===== config.mk =====
export PLATFORM = sky130hd
export DESIGN_NAME = imem_stream_loader
export DESIGN_NICKNAME = d
export VERILOG_FILES = /design/src/rtl/imem_stream_loader.sv
export SDC_FILE = /design/constraint.sdc
export NUM_CORES = 1
export LEC_CHECK = 0
export ABC_AREA = 1
export CAP_MARGIN = 20
export CORE_MARGIN = 2
export CORE_UTILIZATION = 44
export CTS_CLUSTER_DIAMETER = 40
export DETAILED_ROUTE_END_ITERATION = 16
export PLACE_DENSITY = 0.69
export SLEW_MARGIN = 20
export SYNTH_ARGS = -nofsm -noshare
export SYNTH_HDL_FRONTEND = slang
export SYNTH_SLANG_ARGS = --single-unit

===== constraint.sdc =====
create_clock -name i_clk -period 2.55 [get_ports i_clk]
set_input_delay 0.51 -clock i_clk [delete_from_list [all_inputs] [get_ports i_clk]]
set_output_delay 0.51 -clock i_clk [all_outputs]
set_load 0.03 [all_outputs]

===== src/rtl/imem_stream_loader.sv =====
// Fills instruction memory from a framed byte stream: 16-bit word count, big-endian payload
// words, then an XOR checksum. The CPU is held in reset until a verified program is loaded.
module imem_stream_loader #(
  parameter int INST_MEM_SIZE  = 1024,
  parameter int CNT_W          = 11,
  parameter int TIMEOUT_CYCLES = 100000
) (
  input  logic             i_clk,
  input  logic             i_rst,
  input  logic             i_start,
  input  logic             i_in_valid,
  input  logic [7:0]       i_in_data,
  output logic             o_in_ready,
  output logic             o_mem_we,
  output logic [31:0]      o_mem_addr,
  output logic [31:0]      o_mem_wdata,
  output logic             o_cpu_hold,
  output logic             o_busy,
  output logic             o_done,
  output logic             o_error,
  output logic [CNT_W-1:0] o_words_written
);

  localparam int TMO_W = $clog2(TIMEOUT_CYCLES + 1);

  typedef enum logic [2:0] {
    S_IDLE, S_CNT_HI, S_CNT_LO, S_DATA, S_CHECK, S_DONE, S_ERR
  } state_t;

  state_t           r_state, w_state_nx;
  logic [7:0]       r_n_hi;
  logic [CNT_W-1:0] r_n;
  logic [CNT_W-1:0] r_words;
  logic [23:0]      r_word;
  logic [1:0]       r_bidx;
  logic [7:0]       r_csum;
  logic [TMO_W-1:0] r_tmo;
  logic             r_we;
  logic [31:0]      r_addr;
  logic [31:0]      r_wdata;

  logic             w_busy;
  logic             w_accept;
  logic [15:0]      w_n_full;
  logic             w_last_byte;
  logic             w_last_word;
  logic             w_tmo_hit;
  logic             w_enter_hi;

  assign w_busy      = (r_state == S_CNT_HI) || (r_state == S_CNT_LO) ||
                       (r_state == S_DATA)   || (r_state == S_CHECK);
  assign w_accept    = w_busy && i_in_valid;
  assign w_n_full    = {r_n_hi, i_in_data};
  assign w_last_byte = (r_bidx == 2'd3);
  assign w_last_word = ((r_words + CNT_W'(1)) == r_n);
  // An accepted byte in the expiry cycle takes priority over the timeout.
  assign w_tmo_hit   = w_busy && !w_accept && (r_tmo == TMO_W'(TIMEOUT_CYCLES - 1));
  assign w_enter_hi  = (w_state_nx == S_CNT_HI) && (r_state != S_CNT_HI);

  always_ff @(posedge i_clk) begin
    if (i_rst) r_state <= S_IDLE;
    else       r_state <= w_state_nx;
  end

  always_comb begin
    w_state_nx = r_state;
    case (r_state)
      S_IDLE:   if (i_start) w_state_nx = S_CNT_HI;
      S_CNT_HI: if (w_accept) w_state_nx = S_CNT_LO;
      S_CNT_LO: if (w_accept) begin
        if (w_n_full > 16'(INST_MEM_SIZE)) w_state_nx = S_ERR;
        else if (w_n_full == 16'd0)        w_state_nx = S_CHECK;
        else                               w_state_nx = S_DATA;
      end
      S_DATA:   if (w_accept && w_last_byte && w_last_word) w_state_nx = S_CHECK;
      S_CHECK:  if (w_accept) w_state_nx = (i_in_data == r_csum) ? S_DONE : S_ERR;
      S_DONE:   if (i_start) w_state_nx = S_CNT_HI;
      S_ERR:    if (i_start) w_state_nx = S_CNT_HI;
      default:  w_state_nx = S_IDLE;
    endcase
    if (w_tmo_hit) w_state_nx = S_ERR;
  end

  always_ff @(posedge i_clk) begin
    if (i_rst) begin
      r_n_hi  <= '0;
      r_n     <= '0;
      r_words <= '0;
      r_word  <= '0;
      r_bidx  <= '0;
      r_csum  <= '0;
      r_tmo   <= '0;
      r_we    <= 1'b0;
      r_addr  <= '0;
      r_wdata <= '0;
    end else begin
      r_we <= 1'b0;
      if (w_enter_hi) begin
        r_words <= '0;
        r_csum  <= '0;
        r_bidx  <= '0;
        r_tmo   <= '0;
      end else if (w_busy) begin
        r_tmo <= w_accept ? '0 : r_tmo + TMO_W'(1);
      end
      if (w_accept) begin
        case (r_state)
          S_CNT_HI: r_n_hi <= i_in_data;
          S_CNT_LO: r_n    <= CNT_W'(w_n_full);
          S_DATA: begin
            r_csum <= r_csum ^ i_in_data;
            r_word <= {r_word[15:0], i_in_data};
            r_bidx <= r_bidx + 2'd1;
            if (w_last_byte) begin
              r_we    <= 1'b1;
              r_addr  <= 32'({r_words, 2'b00});
              r_wdata <= {r_word, i_in_data};
              r_words <= r_words + CNT_W'(1);
            end
          end
          default: ;
        endcase
      end
    end
  end

  assign o_in_ready      = w_busy;
  assign o_busy          = w_busy;
  assign o_done          = (r_state == S_DONE);
  assign o_error         = (r_state == S_ERR);
  assign o_cpu_hold      = (r_state != S_DONE);
  assign o_mem_we        = r_we;
  assign o_mem_addr      = r_addr;
  assign o_mem_wdata     = r_wdata;
  assign o_words_written = r_words;

endmodule


### Yosys cells after proc, flatten, opt, wreduce, memory -nomap -nowiden

Index checks and enable logic that the tools add are counted.

| word-level totals | value |
|---|---|
| flip-flop bits (word level) | 128 |
| latch bits | 0 |
| memory bits (writable) | 0 |
| bits in read-only memories | 0 |
| word-level logic and storage cells | 72 |
| memories | 0 |

| cells by class | value |
|---|---|
| add/subtract/negate cells | 3 |
| multipliers | 0 |
| div/mod/pow operators | 0 |
| order comparisons | 1 |
| equality and inequality tests | 13 |
| shift-type cells | 0 |
| multiplexer cells | 22 |
| bitwise gates (word level) | 3 |
| reductions and logical operators | 19 |

Operators with widths:

| operator | number |
|---|---|
| $mux 11 | 4 |
| $mux 3 | 8 |
| $mux 8 | 3 |
| $add 17x1->17 const B | 1 |
| $eq 17x17->1 const B | 1 |
| $mux 17 | 1 |
| $gt 16x11->1 const B | 1 |
| $logic_not 16->1 | 1 |
| $pmux 3 s5 | 1 |
| $add 11x1->11 const B | 1 |
| $eq 11x11->1 | 1 |
| $eq 3x3->1 const B | 3 |
| $eq 8x8->1 | 1 |
| $mux 2 | 4 |
| $xor 8x8->8 | 1 |
| $eq 3x1->1 const B | 2 |
| $eq 3x2->1 const B | 2 |
| $logic_and 1x1->1 | 6 |
| $reduce_and 2->1 | 3 |
| $reduce_or 3->1 | 2 |
| $logic_not 3->1 | 1 |
| $logic_or 1x1->1 | 3 |
| $ne 3x1->1 const B | 1 |
| $ne 3x3->1 const B | 1 |
| other kinds (7) | 8 |

### Logic depth before layout (Yosys ltp)

Gate-level depths: netlist of run 1.

| depth | value |
|---|---|
| word-level depth | 16 |
| gate-level depth with buffers | 18 |
| depth with buffers taken out | 17 |

### Least setup slack after synthesis of run 1

No wires, ideal clock.

| path | value |
|---|---|
| kind | register -> register |
| start point | register r_words[0], in the netlist o_words_written[0] |
| end point | register r_tmo[10] |
| library setup time | 0.138 ns |
| data arrival time | 2.257 ns |
| setup slack | 0.155 ns |
| stages on the path, launching flop included | 18 |
| buffers on the path | 1 |
| clock period less this slack | 2.395 ns |
| cell sequence | dfxtp_1 > ha_1 > nand3_1 > inv_2 > nand2_1 > o21ai_1 > nand2_1 > nand2_1 > nand2_1 > nor2_2 > nand3_1 > nand2_1 > nand2_1 > nor2_2 > nand2_4 > nand2_4 > buf_6 > nor3_2 |

| on the way | value |
|---|---|
| word-level cells in the longest chain between the ends | 9 |

Ends and longest elaborated chain:

| what | line | source |
|---|---|---|
| start, declared | 33 | `logic [CNT_W-1:0] r_words;` |
| start signal, assigned | 118 | `r_words <= r_words + CNT_W'(1);` |
| $add 11x1->11 | 55 | `assign w_last_word = ((r_words + CNT_W'(1)) == r_n);` |
| $eq 11x11->1 | 55 |  |
| $logic_and 1x1->1 | 75 | `S_DATA: if (w_accept && w_last_byte && w_last_word) w_state_nx = S_CHECK;` |
| $mux 3 | 75 |  |
| $pmux 3 s5 | 67 | `case (r_state)` |
| $mux 3 | 81 | `if (w_tmo_hit) w_state_nx = S_ERR;` |
| $eq 3x1->1 | 58 | `assign w_enter_hi = (w_state_nx == S_CNT_HI) && (r_state != S_CNT_HI);` |
| $logic_and 1x1->1 | 58 |  |
| $reduce_or 2->1 (no source line) | -- |  |
| end signal, assigned | 104 | `r_tmo <= w_accept ? '0 : r_tmo + TMO_W'(1);` |
| end, declared | 37 | `logic [TMO_W-1:0] r_tmo;` |

Every way passes these cells.
A chain may end at the register's enable or synchronous reset.

### Worst setup path in the final report of run 1

| path | value |
|---|---|
| start point | register r_state[0] |
| end point | output port o_busy |

| on the way | value |
|---|---|
| word-level cells in the longest chain between the ends | 4 |
| elaborated cells between the ends (all ways) | 7 |
| those cells by class | 4 x eq/ne; 3 x reduce/logical |

Ends and longest elaborated chain:

| what | line | source |
|---|---|---|
| start, declared | 30 | `state_t r_state, w_state_nx;` |
| start signal, assigned | 62 | `else r_state <= w_state_nx;` |
| $eq 3x1->1 / $eq 3x2->1 (equally long branches) | 50 | `assign w_busy = (r_state == S_CNT_HI) \|\| (r_state == S_CNT_LO) \|\|` |
| $logic_or 1x1->1 (2 in a row) | 50 |  |
| $logic_or 1x1->1 (*) | 51 | `(r_state == S_DATA) \|\| (r_state == S_CHECK);` |
| end, declared | 18 | `output logic o_busy,` |

Mark *: on every way between the ends. The rest lies on a longest branch, timed or not.

==> results of run 1 <==
synth_stat cells, drive strengths merged:
library cell	number	area share (%)
a21oi	81	7.3
nor3b	2	0.27
nand4	7	0.78
or2	8	0.89
o22ai	2	0.22
nand2	123	8.5
and2	1	0.11
dfxtp	128	45
xor2	14	2.2
nand3b	1	0.13
clkinv	1	0.067
nor2	74	5.2
a211oi	1	0.13
xnor2	8	1.2
o21ai	80	7.1
nor3	20	2.7
inv	70	4.7
conb	1	0.067
clkbuf	28	1.9
ha	3	0.67
nor4b	2	0.31
o211a	1	0.18
nand3	70	6.2
buf	29	3.8
worst max-delay path: stages (launching register included):
cell	delay, ns
dfxtp_1	0.34
nor2_2	0.13
nand2_1	0.12
nand2_2	0.18
clkdlybuf4s50_1	0.70
worst paths after layout:
check / startpoint / end / slack, ns / cells after the start
max reg2reg: o_words_written[3] / o_words_written[5] / 0.21 / 16
max: r_state[0] / o_busy / 0.16 / 4
min: r_bidx[0] / r_bidx[0] / 0.46 / 1
min reg2reg: r_bidx[0] / r_bidx[0] / 0.46 / 1
cells by family after synthesis:
group / synth area share (%)
xor gates and xnor gates: 3.42
and+or+nand+nor: 25.1
DFF: 45.5
adders and majority gates: 0.666
buffers and inverters: 10.4
other: 0.0665
AOI/OAI and AO/OA: 14.9
power groups by stage:
| stage | clock network [W] | registers [W] | logic [W] |
|---|---|---|---|
| 2_1_floorplan | 0 | 0.00208 | 0.000350 |
| 3_3_place_gp | 0 | 0.00209 | 0.000422 |
| 3_5_place_dp | 0 | 0.00209 | 0.000431 |
| 4_1_cts | 0.00257 | 0.00205 | 0.000434 |
| 5_1_grt | 0.00268 | 0.00205 | 0.000488 |
| 6_report | 0.00253 | 0.00205 | 0.000437 |
timing repair:
action | 4_1_cts | 5_1_grt
gates resized for setup | 0 | 5
endpoints found under the hold margin | 0 | 0
setup endpoints to repair | 0 | 41
routing by layer:
layer	share of wire (%)	wire length, um
met1	44	6160
met2	48	6660
met3	5.7	798
met4	2.2	301
met5	0	0
state kept, by name (all words and copies together), names as in the netlist, 8 cells and up:
register	flops
o_mem_addr	11
o_mem_wdata	32
o_words_written	11
r_csum	8
r_n	11
r_n_hi	8
r_tmo	17
r_word	24
final cells by class:
type,count,area share [%]
clock buffers,21,6.43
flip-flops and latches,128,35.8
clock inverters,11,2.25
multi-input cells,519,35.9
repair buffers,99,12.9
well taps,172,3.00
inverters,71,3.72
stage by stage:
| stage | total power [W] | hold slack (ns) | worst slack (ns) | instance area (um2) |
|---|---|---|---|---|
| 3_5_place_dp | 0.00252 | 0.458 | -0.153 | 6530 |
| 2_1_floorplan | 0.00243 | 0.433 | 0.155 | 5710 |
| 4_1_cts | 0.00505 | 0.466 | 0.0835 | 7160 |
| 6_report | 0.00502 | 0.465 | 0.157 | 7170 |
| 3_3_place_gp | 0.00251 | 0.447 | -0.0265 | 6530 |
| 5_1_grt | 0.00522 | 0.480 | -0.0369 | 7170 |
==> results.cfg, run 1 <==
[outcome]
status = complete, no violations

[drt]
drcViolationCount = 0
final_antenna_net_count = 0
vias_per_cell = 5.07
wl_per_cell_um = 13.6
first_iter_violations = 324
wl_um = 13900
vias = 5178
drt-pass1-iter-count = 5

[cts]
cts-hold-fix-buffers = 0
htreeDepth = 4
clkSlewWorstSetupHoldPaths_ns = 0.05
ctsRootBufferMaster = clkbuf_16
cts.sinks = 128
clk_latency_ns = 0.42
cts_buffers = 17
cts_tree = done
cts_setup_buffers = 0
clockBufferDepth = 2

[layout]
nNetsFinal = 851
area_growth_syn_to_layout_pct = 27.1
final_cells = 1021
drive_gt1_share_pct = 11.2
layout_commonest_cell = dfxtp_1
antenna_cells = 0
seq_area_um2 = 2570
n_fill_cell = 1118
layout_common_cells = dfxtp_1, nand2_1, a21oi_1
multi_input_area_um2 = 2570
post-route-util_pct = 57.0

[pwr]
p_seq_share_pct = 40.8
p_clk_share_pct = 50.5
sw_frac_of_total_pct = 23.5
p_leak_nw = 2.81
power_switching_w = 0.00118
p_comb_share_pct = 8.7
vdd_ir_drop_max_v = 0.000390
power.density_nw_per_um2 = 700
cellInternalPower_w = 0.00384

[worst_setup_path]
cp-start-kind = register
setup.worst_path.end_class = output port
crit_path_max_fanout = 8
arrival_ns = 1.88
crit_type = register to output port
critPathRequiredTime_ns = 2.04

[synthesis]
seq_area_frac_synth_pct = 45.5
ys_types = 34
yosysWarnings = 0
syn_inst = 755
netlist_area_um2 = 5640
synth_seq_cells = 128
avgSynthCellArea_um2 = 7.47

[place]
place.gp.congestion = 0.952
dp_cells = 989
dp_hpwl_um = 9820
port_buffers = 71

[worst_hold_path]
min_path_type = register to register

[floorplanning]
rows = 41
die_area_um2 = 13700
initial_core_util_pct = 44.9
core_um2 = 12600
io_pins = 93
die_w_um = 117
die_y_um = 117

[flow_run]
maxCapViolCount = 0

[timing]
hold_viol = 0
finalSetupViolations = 0
skew_ns = 0.00883
drv_slew = 0
fin_setup_tns_ns = 0
rsz0062_at_grt = yes
fmax_ghz = 0.418
min_period_over_period_pct = 93.8
min_period_ns = 2.39

[global_routing]
globalRouteMet3Util_pct = 5.46
grtUsageTotal_pct = 21.4
first_global_vias = 4762
grt_pass1_wl_um = 22800
grt_busiest_layer = met2
grtUsageMet2_pct = 35.0
grt-ovfl-total = 0
antenna_found_initial = 0
grt_max_degree = 46
grt_util_met1_pct = 27.1
(Power assumes the default switching activity.)
==> run 2: changes to the inputs <==
CORE_UTILIZATION = 53   (was 44)
PLACE_DENSITY = 0.8   (was 0.69)
==> results.cfg, run 2 (synthesized netlist as in run 1, its figures left out) <==
[pwr]
p_leak_nw = 2.89
vdd_ir_drop_max_v = 0.000458
p_seq_share_pct = 39.9
p_clk_share_pct = 50.1
p_comb_share_pct = 10.0
sw_frac_of_total_pct = 23.8
cellInternalPower_w = 0.00391
power_switching_w = 0.00122
power.density_nw_per_um2 = 706

[place]
place.gp.congestion = 0.974
dp_hpwl_um = 9700
port_buffers = 71
dp_slack_ns = -0.123

[drt]
drt-pass1-iter-count = 5
vias_per_cell = 5.43
drcViolationCount = 0
final_antenna_net_count = 0
vias = 5390
first_iter_violations = 407
wl_um = 14500
wl_per_cell_um = 14.7

[timing]
drv_slew = 0
hold_viol = 0
finalSetupViolations = 0
min_period_ns = 2.41
fin_ws_ns = 0.138
skew_ns = 0.0132
min_period_over_period_pct = 94.6
fmax_ghz = 0.415
fin_setup_tns_ns = 0

[worst_hold_path]
min_path_type = register to register
hold_start = r_word[22]

[floorplanning]
io_pins = 93
initial_core_util_pct = 54.6
rows = 37
core_um2 = 10300
die_area_um2 = 11500
die_y_um = 107
die_w_um = 107

[cts]
cts-hold-fix-buffers = 0
cts.sinks = 128
clk_latency_ns = 0.54
ctsRootBufferMaster = clkbuf_8
clockBufferDepth = 2
cts_buffers = 17
cts_tree = done
htreeDepth = 4
clkSlewWorstSetupHoldPaths_ns = 0.06

[worst_setup_path]
crit_type = register to output port
arrival_ns = 1.90
crit_path_max_fanout = 3
crit_start = r_state[1]
r2r_start = o_words_written[0]
setup.worst_path.end_class = output port
critPathRequiredTime_ns = 2.04
cp-start-kind = register
r2r_slack_ns = 0.19

[global_routing]
antenna_found_initial = 0
grt-ovfl-total = 0
grt_max_degree = 53
grtUsageTotal_pct = 26.1
grt_pass1_wl_um = 23800
first_global_vias = 5165

[layout]
layout_common_cells = dfxtp_1, nand2_1, a21oi_1
layout_commonest_cell = dfxtp_1
post-route-util_pct = 70.4
n_fill_cell = 792
nNetsFinal = 858
antenna_cells = 0
area_growth_syn_to_layout_pct = 28.9
drive_gt1_share_pct = 13.1
largest_reg_flops = 32

[flow_run]
maxCapViolCount = 0

[outcome]
status = complete, no violations
[run 2: through the flow]
stage	cells	hold WS (ns)	area, um2	power, W
final	992	0.472	7270	0.00513
after global routing	992	0.494	7270	0.00529
after CTS	989	0.468	7180	0.00512
after detailed placement	957	0.456	6550	0.00256
after global placement	957	0.447	6550	0.00255
after floorplan	775	0.433	5710	0.00243
[run 2: worst paths after layout]
check | to | cells after the start
max | o_cpu_hold | 5
min | r_word[22] | 2
max reg2reg | o_words_written[0] | 17
min reg2reg | r_word[22] | 2
[run 2: power groups by stage]
stage / combinational [W] / clock (W) / sequential (W)
final: 0.000514 / 0.00257 / 0.00205
after global routing: 0.000555 / 0.00269 / 0.00205
after CTS: 0.000473 / 0.00260 / 0.00205
after detailed placement: 0.000473 / 0 / 0.00209
after global placement: 0.000462 / 0 / 0.00209
after floorplan: 0.000350 / 0 / 0.00208
[run 2: layout make-up]
| class | instances | area, um2 | share of cell area (%) |
|---|---|---|---|
| multi-input cells | 519 | 2610 | 35.9 |
| repair buffers | 106 | 1010 | 14.0 |
| well taps | 136 | 170 | 2.34 |
| clock inverters | 8 | 150 | 2.07 |
| inverters | 71 | 267 | 3.67 |
| clock buffers | 24 | 480 | 6.61 |
| flip-flops and latches | 128 | 2570 | 35.4 |
[run 2: worst max-delay path, stage by stage, from the launching register on]
cell and delay, ns:
dfxtp_1 0.33, inv_1 0.12, nand2_1 0.10, nor2_1 0.17, inv_1 0.06, clkdlybuf4s50_1 0.58
[run 2: repair_timing]
action                     4_1_cts  5_1_grt
resized for setup                3       18
cloned                           0        1
setup buffers                    0        2
setup endpoints to repair        3       40
pin swaps                        0        6
[run 2: routing by layer]
layer  vias to the layer above  global-route usage, %  part of all wire, %
li1                       2603                      -                    -
met1                      2555                   32.2                   44
met2                       201                   42.8                   48
met3                        31                   8.15                  6.3
met4                         0                   9.93                  1.7
met5                         -                      0                    0
